File: src/rtl/ttc_lock_ctrl.sv
// ttc_lock_ctrl: picks a word-alignment channel from the 16 SR16 valid flags,
// confirms it with LOCK_COUNT periodic hits, then forwards that channel's words.
// Lock is dropped after UNLOCK_COUNT consecutive on-phase misses or force_realign,
// followed by a HOLDOFF_CYCLES quiet period before searching again.
// Strobe semantics: valid_o is a one-cycle qualifier for dataout with no ready/
// backpressure; the consumer must take the word on the cycle valid_o is high.
module ttc_lock_ctrl #(
    parameter int FRAME_LEN      = 16,
    parameter int LOCK_COUNT     = 8,
    parameter int UNLOCK_COUNT   = 4,
    parameter int HOLDOFF_CYCLES = 32
) (
    input  logic         clk,
    input  logic         reset,
    input  logic [15:0]  valid_in,
    input  logic [255:0] data_in,
    input  logic         force_realign,
    output logic         valid_o,
    output logic [15:0]  dataout,
    output logic         locked,
    output logic [3:0]   sel_channel,
    output logic         lock_lost,
    output logic [7:0]   relock_count,
    output logic [1:0]   state_dbg
);

    localparam int PW = (FRAME_LEN > 1) ? $clog2(FRAME_LEN) : 1;
    localparam int HW = (HOLDOFF_CYCLES > 1) ? $clog2(HOLDOFF_CYCLES) : 1;
    localparam logic [PW-1:0] PHASE_LAST = PW'(FRAME_LEN - 1);
    localparam logic [HW-1:0] HOLD_LAST  = HW'(HOLDOFF_CYCLES - 1);
    localparam logic [7:0]    HIT_LAST   = 8'(LOCK_COUNT - 1);
    localparam logic [7:0]    MISS_LAST  = 8'(UNLOCK_COUNT - 1);

    typedef enum logic [1:0] {
        ST_SEARCH  = 2'd0,
        ST_CONFIRM = 2'd1,
        ST_LOCKED  = 2'd2,
        ST_HOLDOFF = 2'd3
    } state_t;

    state_t        state, state_nx;
    logic [PW-1:0] phase_cnt, phase_nx;
    logic [7:0]    hit_cnt, hit_nx;
    logic [7:0]    miss_cnt, miss_nx;
    logic [HW-1:0] hold_cnt, hold_nx;
    logic [3:0]    sel_nx;
    logic          valid_nx;
    logic [15:0]   data_nx;
    logic          lost_nx;
    logic [7:0]    relock_nx;

    logic [3:0]    low_idx;
    logic          on_phase;
    logic          sel_valid;
    logic [15:0]   sel_word;
    logic [7:0]    relock_inc;

    assign on_phase   = (phase_cnt == PHASE_LAST);
    assign sel_valid  = valid_in[sel_channel];
    assign sel_word   = data_in[{sel_channel, 4'b0000} +: 16];
    assign relock_inc = (relock_count == 8'hFF) ? 8'hFF : relock_count + 8'd1;
    assign locked     = (state == ST_LOCKED);
    assign state_dbg  = state;

    // Priority encoder: lowest-numbered channel with a valid flag wins.
    always_comb begin
        low_idx = 4'd0;
        for (int i = 15; i >= 0; i--) begin
            if (valid_in[i]) low_idx = 4'(i);
        end
    end

    // Next-state and next-output logic for the search/confirm/lock/holdoff FSM.
    always_comb begin
        state_nx  = state;
        phase_nx  = on_phase ? '0 : phase_cnt + 1'b1;
        hit_nx    = hit_cnt;
        miss_nx   = miss_cnt;
        hold_nx   = hold_cnt;
        sel_nx    = sel_channel;
        valid_nx  = 1'b0;
        data_nx   = dataout;
        lost_nx   = 1'b0;
        relock_nx = relock_count;
        case (state)
            ST_SEARCH: begin
                if (|valid_in) begin
                    sel_nx   = low_idx;
                    phase_nx = '0;
                    hit_nx   = 8'd0;
                    state_nx = ST_CONFIRM;
                end
            end
            ST_CONFIRM: begin
                if (force_realign) begin
                    state_nx  = ST_HOLDOFF;
                    hold_nx   = '0;
                    relock_nx = relock_inc;
                end else if (on_phase && sel_valid) begin
                    hit_nx = hit_cnt + 8'd1;
                    if (hit_cnt == HIT_LAST) begin
                        state_nx = ST_LOCKED;
                        miss_nx  = 8'd0;
                        valid_nx = 1'b1;
                        data_nx  = sel_word;
                    end
                end else if (on_phase || sel_valid) begin
                    state_nx = ST_SEARCH;
                end
            end
            ST_LOCKED: begin
                if (force_realign) begin
                    state_nx  = ST_HOLDOFF;
                    hold_nx   = '0;
                    lost_nx   = 1'b1;
                    relock_nx = relock_inc;
                end else if (on_phase) begin
                    if (sel_valid) begin
                        miss_nx  = 8'd0;
                        valid_nx = 1'b1;
                        data_nx  = sel_word;
                    end else begin
                        miss_nx = miss_cnt + 8'd1;
                        if (miss_cnt == MISS_LAST) begin
                            state_nx  = ST_HOLDOFF;
                            hold_nx   = '0;
                            lost_nx   = 1'b1;
                            relock_nx = relock_inc;
                        end
                    end
                end
            end
            ST_HOLDOFF: begin
                if (hold_cnt == HOLD_LAST) begin
                    state_nx = ST_SEARCH;
                    hold_nx  = '0;
                end else begin
                    hold_nx = hold_cnt + 1'b1;
                end
            end
            default: state_nx = ST_SEARCH;
        endcase
    end

    // State, counter and registered-output updates.
    always_ff @(posedge clk or negedge reset) begin
        if (!reset) begin
            state        <= ST_SEARCH;
            phase_cnt    <= '0;
            hit_cnt      <= 8'd0;
            miss_cnt     <= 8'd0;
            hold_cnt     <= '0;
            sel_channel  <= 4'd0;
            valid_o      <= 1'b0;
            dataout      <= 16'd0;
            lock_lost    <= 1'b0;
            relock_count <= 8'd0;
        end else begin
            state        <= state_nx;
            phase_cnt    <= phase_nx;
            hit_cnt      <= hit_nx;
            miss_cnt     <= miss_nx;
            hold_cnt     <= hold_nx;
            sel_channel  <= sel_nx;
            valid_o      <= valid_nx;
            dataout      <= data_nx;
            lock_lost    <= lost_nx;
            relock_count <= relock_nx;
        end
    end

endmodule

File: config.mk
export PLATFORM = sky130hd
export DESIGN_NAME = ttc_lock_ctrl
export DESIGN_NICKNAME = d
export VERILOG_FILES = /design/src/rtl/ttc_lock_ctrl.sv
export SDC_FILE = /design/constraint.sdc
export NUM_CORES = 1
export LEC_CHECK = 0
export CAP_MARGIN = 20
export CORE_AREA = 2 2 119 121
export DETAILED_ROUTE_END_ITERATION = 10
export DIE_AREA = 0 0 121 123
export PLACE_DENSITY = 0.89
export SKIP_LAST_GASP = 1
export SLEW_MARGIN = 30
export SYNTH_ARGS = -nofsm -noshare
export SYNTH_HDL_FRONTEND = slang
export SYNTH_SLANG_ARGS = --single-unit
File: constraint.sdc
create_clock -name clk -period 4.1 [get_ports clk]
set_input_delay 0.82 -clock clk [delete_from_list [all_inputs] [get_ports clk]]
set_output_delay 0.82 -clock clk [all_outputs]
set_load 0.01 [all_outputs]
==> out/results.ini, run 1 <==
[outcome]
outcome = finished, final reports clean

[worst_setup_path]
reg2reg_from = sel_channel[0]$_DFFE_PN0P_
r2r_end = dataout[15]$_DFFE_PN0P_
cp.arrival_ps = 3240
worstSetupEndpointType = flip-flop
crit_required_ps = 4310
critPathKind = input port to flip-flop
worstPathMaxFanout = 16
startpoint_type = input port
r2r_cells = 4
rrSetupSlack_ps = 1270

[global_routing]
grt_pass1_wl_mm = 31.6
grt_max_degree = 44
grt_usage = 0.283
antenna_found_initial = 0
grt_pass1_vias = 5519
grt_overflow = 0

[timing]
slew-limit-headroom = 0.437
rsz0062_at_grt = no
fin_crit_sh = 0.738
finalSetupViolCount = 0
worstMarginPinSlew_ps = 845
hold_viol_final = 0
finalSetupTns_ps = 0
fmax_mhz = 330
slew_violations = 0
min_period_ps = 3030
finClkSkew_ps = 6.55

[synthesis]
ys_seq_area_frac = 0.272
ys_async_sr_fraction = 1.00
netlist_instances = 438
synthesis.nets = 724
ys.flop_type = dfrtp_1
netlist_area_mm2 = 0.00525
synth_cell_types = 56
ys_warn_count = 0
yosys_register_bits = 57
syn_avg_cell_area_um2 = 12.0
synth_edf_count = 0

[clocking]
cts.clk_slew.worst_paths_ps = 60
htree_levels = 3
cts_buffers = 9
cts.sinks = 57
clk_latency_ps = 330
hold_buffers = 0
ctsResizeCount = 0
postCtsSetupBuffers = 0
clk_root_buffer_cell = clkbuf_16
clockBufferDepth = 2
cts_tree = yes

[placed_design]
dp.cells = 903
port_buffers = 307
dp_hpwl_mm = 17.6
gp_congestion = 0.928

[floorplanning]
dieArea_mm2 = 0.0149
initial_core_util = 0.386
fp.dieW_um = 121
fp-row-count = 43
die_y_um = 123
io_pins = 308
core_area_mm2 = 0.0136

[power]
total_power_w = 0.00436
ir_worst_vdd_mv = 0.389
power_density_mw_per_mm2 = 497
p_leak_nw = 3.32

[routing]
wl_mm = 21.1
vias = 5297
avgRoutedWirePerCell_um = 23.0
final_antenna_net_count = 0
dr.first_iter.drc_count = 416
drtPass1Iterations = 5
route.detailed.drc = 0
via_per_inst = 5.76

[run]
max-cap-violations = 0

[hold_path]
hp-class = input port to async pin

[final_layout]
drive_above_1_share = 0.189
layoutNonFillerInstCount = 919
antenna_cells = 0
area_growth_pct = 67.2
fin_nets = 1020

Yosys cell counts (3+ instances only):
cell | count | area share
a21oi_1 | 27 | 0.026
a2bb2oi_1 | 4 | 0.0067
a31oi_1 | 3 | 0.0036
and3_1 | 10 | 0.012
buf_1 | 3 | 0.0021
buf_2 | 10 | 0.0095
clkbuf_1 | 14 | 0.010
dfrtp_1 | 57 | 0.27
ha_1 | 11 | 0.026
inv_1 | 18 | 0.013
mux2_2 | 13 | 0.028
mux2_4 | 10 | 0.029
mux2i_1 | 13 | 0.025
mux4_2 | 81 | 0.35
nand2_1 | 26 | 0.019
nand2b_1 | 6 | 0.0072
nand3_1 | 15 | 0.014
nand4_1 | 7 | 0.0083
nor2_1 | 19 | 0.014
nor2b_1 | 5 | 0.0060
nor3_1 | 8 | 0.0076
nor4_1 | 5 | 0.0060
o211ai_1 | 5 | 0.0072
o21ai_0 | 15 | 0.014
o31ai_1 | 3 | 0.0043
o41ai_1 | 3 | 0.0050
or3_1 | 9 | 0.011
or4_1 | 3 | 0.0043
report_power, final:
| group | switching, W | leakage [nW] | internal [W] |
|---|---|---|---|
| Clock | 0.000276 | 0.141 | 0.000487 |
| Combinational | 0.00105 | 2.43 | 0.00155 |
| Sequential | 0.000324 | 0.753 | 0.000674 |
worst max path at each step:
stage,startpoint,to,slack (ps),cells past startpoint
2_1_floorplan,valid_in[13],dataout[10]$_DFFE_PN0P_,1540,7
3_3_place_gp,valid_in[11],hit_cnt[5]$_DFFE_PN0P_,690,7
3_5_place_dp,valid_in[5],dataout[12]$_DFFE_PN0P_,750,8
4_1_cts,valid_in[5],dataout[12]$_DFFE_PN0P_,1090,8
5_1_grt,valid_in[5],dataout[1]$_DFFE_PN0P_,990,8
6_report,valid_in[5],dataout[12]$_DFFE_PN0P_,1070,8
through the flow:
stage | worst slack [ps] | utilization | instance area (um^2) | hold slack [ps]
final | 1070 | 0.645 | 8780 | 456
after global routing | 988 | 0.645 | 8780 | 489
after CTS | 1090 | 0.645 | 8780 | 464
after detailed placement | 745 | 0.622 | 8470 | 498
after global placement | 693 | 0.622 | 8470 | 476
after floorplan | 1540 | - | 5250 | 464
metal layers:
metal / GRT usage / wire (um)
met2: 0.491 / 10900
met5: 0 / 0
met3: 0.0540 / 1280
met4: 0.0770 / 410
met1: 0.364 / 8480
placed cells by master, fill, tap and decap left out, types with 4 or more instances in the layout:
cell / netlist / routed
a21oi_1: 27 / 27
a2bb2oi_1: 4 / 4
and3_1: 10 / 10
buf_4: 0 / 7
clkbuf_16: 0 / 9
clkdlybuf4s50_1: 0 / 306
dfrtp_1: 57 / 55
ha_1: 11 / 11
inv_1: 18 / 18
mux2_2: 13 / 13
mux2_4: 10 / 10
mux2i_1: 13 / 13
mux4_2: 81 / 81
nand2_1: 26 / 26
nand2b_1: 6 / 6
nand3_1: 15 / 15
nand4_1: 7 / 7
nor2_1: 19 / 19
nor2b_1: 5 / 5
nor3_1: 8 / 8
nor4_1: 5 / 5
o211ai_1: 5 / 5
o21ai_0: 15 / 15
or3_1: 9 / 9
critical path, stage by stage:
cell,delay (ps)
clkdlybuf4s50_1,580
mux2i_1,110
mux4_2,530
nor3_4,230
nor2_2,100
nor3_4,160
buf_4,320
mux2_2,390
cell families (layout without fill, tap and decap cells):
| kind of cell | after synthesis | count (layout) | share of synthesized area |
|---|---|---|---|
| compound gates | 75 | 75 | 0.0930 |
| xor+xnor | 1 | 1 | 0.00167 |
| fa+ha+maj | 11 | 11 | 0.0262 |
| simple gates | 128 | 128 | 0.135 |
| mux | 118 | 118 | 0.431 |
| buf+inv | 48 | 349 | 0.0417 |
| flops | 57 | 57 | 0.272 |
final cells by class:
class                           instances  area (um^2)
Clock buffer                           10          239
Clock inverter                          6         66.3
Fill cell                            1005         4830
Inverter                               18         67.6
Multi-Input combinational cell        333         3610
Sequential cell                        57         1430
Tap cell                              180          225
Timing Repair Buffer                  315         3140
sequential cells by signal (all words and copies together), names as in the netlist, named ones only:
signal,count
miss_cnt,8
hold_cnt,5
relock_count,8
state_dbg,1
sel_channel,4
valid_o,1
dataout,16
lock_lost,1
phase_cnt,4
hit_cnt,8
Note: power is estimated with default switching activity, not from simulation.
==> inputs of run 2 (changes only) <==
--- a/config.mk
+++ b/config.mk
@@ -6,10 +6,10 @@
 export NUM_CORES = 1
 export LEC_CHECK = 0
 export CAP_MARGIN = 20
-export CORE_AREA = 2 2 119 121
+export CORE_MARGIN = 2
+export CORE_UTILIZATION = 35
 export DETAILED_ROUTE_END_ITERATION = 10
-export DIE_AREA = 0 0 121 123
-export PLACE_DENSITY = 0.89
+export PLACE_DENSITY = 0.85
 export SKIP_LAST_GASP = 1
 export SLEW_MARGIN = 30
 export SYNTH_ARGS = -nofsm -noshare
==> constraint.sdc (replaced) <==
create_clock -name clk -period 2.6 [get_ports clk]
set_input_delay 0.52 -clock clk [delete_from_list [all_inputs] [get_ports clk]]
set_output_delay 0.52 -clock clk [all_outputs]
set_load 0.01 [all_outputs]
==> run 2 against run 1 <==
Clock skew is 2.9 ps lower. Sequential share of layout area is 0.80 points lower. Routed wire length is 0.48% higher. Die area is 7.5% higher. Largest cell class unchanged. Largest power group unchanged. Highest routed layer unchanged.
==> out/results.ini, run 2 (same netlist as run 1, synthesis figures left out) <==
[final_layout]
mostFrequentLayoutCell = clkdlybuf4s50_1
fin_area_mm2 = 0.00924
drive_above_1_share = 0.241
fin_nets = 1066
antenna_cells = 0
final_cell_mix = clkdlybuf4s50_1 (306), mux4_2 (81), dfrtp_1 (54)
largest_reg_flops = 16
area_growth_pct = 76.0
regMostFlops = dataout

[worst_setup_path]
critPathSlowestCell = or4b_1
r2r_cells = 7
crit_buf_inv = 0
worstPathMaxFanout = 6
startpoint = miss_cnt[0]$_DFFE_PN0P_
crit_required_ps = 2810
worstSetupEndpointType = flip-flop
critPathKind = flip-flop to flip-flop
crit_cells = 7
startpoint_type = flip-flop
cp_slowest_stage_delay_ps = 540
cp_cell_sequence = ha_1, or4b_1, nor4_2, and3_2, nand3_4, a21oi_4, mux2_1
reg2reg_from = miss_cnt[0]$_DFFE_PN0P_
crit_family = simple AND/OR/NAND/NOR gates
cp.arrival_ps = 2680

[floorplanning]
io_pins = 308
die_y_um = 126
fp-row-count = 44
dieArea_mm2 = 0.0160
core_area_mm2 = 0.0146
initial_core_util = 0.360
fp.dieW_um = 126

[timing]
hold_viol_final = 0
fmax_mhz = 406
slew_violations = 0
slew-limit-headroom = 0.518
worstMarginPinSlew_ps = 723
min_period_ps = 2470
setup_ws_ps = 134
finalSetupViolCount = 0
fin_crit_sh = 0.948
finClkSkew_ps = 3.61
rsz0062_at_grt = yes

[routing]
via_per_inst = 5.63
final_antenna_net_count = 0
avgRoutedWirePerCell_um = 21.9
dr.first_iter.drc_count = 359
drtPass1Iterations = 5
vias = 5451
route.detailed.drc = 0
wl_mm = 21.2

[placed_design]
dpl_worst_slack_ps = -378
place_area_mm2 = 0.00888
port_buffers = 307
gp_congestion = 0.955
dp_hpwl_mm = 17.8

[outcome]
outcome = finished, final reports clean

[power]
ir_worst_vdd_mv = 0.378
power_density_mw_per_mm2 = 793
p_leak_nw = 3.59

[global_routing]
grt-busiest-layer = met2
grt_usage = 0.267
gr-usage-met2 = 0.482
antenna_found_initial = 0
met1_usage = 0.322
grt_overflow = 0
grt_use_met3 = 0.0561
grt_max_degree = 58
grt_pass1_wl_mm = 32.9
grt_pass1_vias = 5918

[clocking]
clk_latency_ps = 330
cts_tree = yes
clk_root_buffer_cell = clkbuf_16
cts.clk_slew.worst_paths_ps = 50
cts_buffers = 9
clockBufferDepth = 2
cts.sinks = 57
htree_levels = 3
postCtsSetupBuffers = 0

[run]
max-cap-violations = 0

[hold_path]
hp-class = input port to async pin

[run 2: final cells by class]
| class | count | area [um^2] |
|---|---|---|
| fill | 1105 | 5350 |
| multi-input combinational | 333 | 3630 |
| timing repair buffer | 361 | 3550 |
| sequential | 57 | 1430 |
| clock buffer | 12 | 256 |
| tap | 184 | 230 |
| clock inverter | 4 | 73.8 |
| inverter | 18 | 67.6 |
[run 2: path summary, 6_finish.rpt]
check | endpoint | slack, ps
worst max-delay path | hold_cnt[0]$_DFFE_PN0P_ | 130
worst min-delay path | miss_cnt[6]$_DFFE_PN0P_ | 330
worst max register to register | hold_cnt[0]$_DFFE_PN0P_ | 130
worst min register to register | dataout[14]$_DFFE_PN0P_ | 500
max in group asynchronous | sel_channel[0]$_DFFE_PN0P_ | 1720
min in group clk | dataout[14]$_DFFE_PN0P_ | 500
[run 2: power by group]
group | switching (W) | leakage [nW] | internal (W) | total (W)
combinational | 0.00192 | 2.68 | 0.00273 | 0.00465
clock | 0.000422 | 0.163 | 0.000892 | 0.00131
sequential | 0.000297 | 0.752 | 0.00107 | 0.00137
total | 0.00264 | 3.59 | 0.00469 | 0.00733
[run 2: metrics by stage]
step / utilization / instances / power [W] / TNS, ps / hold slack [ps]
global placement: 0.609 / 953 / 0.00588 / -4440 / 470
detailed placement: 0.609 / 953 / 0.00601 / -6570 / 495
CTS: 0.633 / 969 / 0.00735 / 0 / 368
global route: 0.633 / 969 / 0.00775 / -9.47 / 404
finish: 0.633 / 969 / 0.00733 / 0 / 328
floorplan: - / 438 / 0.00429 / 0 / 224
[run 2: what timing repair did]
item,4_1_cts,5_1_grt
pin swaps,0,0
hold buffers,0,0
endpoints found under the setup margin,9,6
resized for setup,3,3
endpoints found under the hold margin,0,0
[run 2: metal layers]
| layer | share of wire | wire [um] |
|---|---|---|
| met1 | 0.39 | 8170 |
| met2 | 0.54 | 11400 |
| met3 | 0.056 | 1190 |
| met4 | 0.021 | 448 |
| met5 | 0 | 0 |
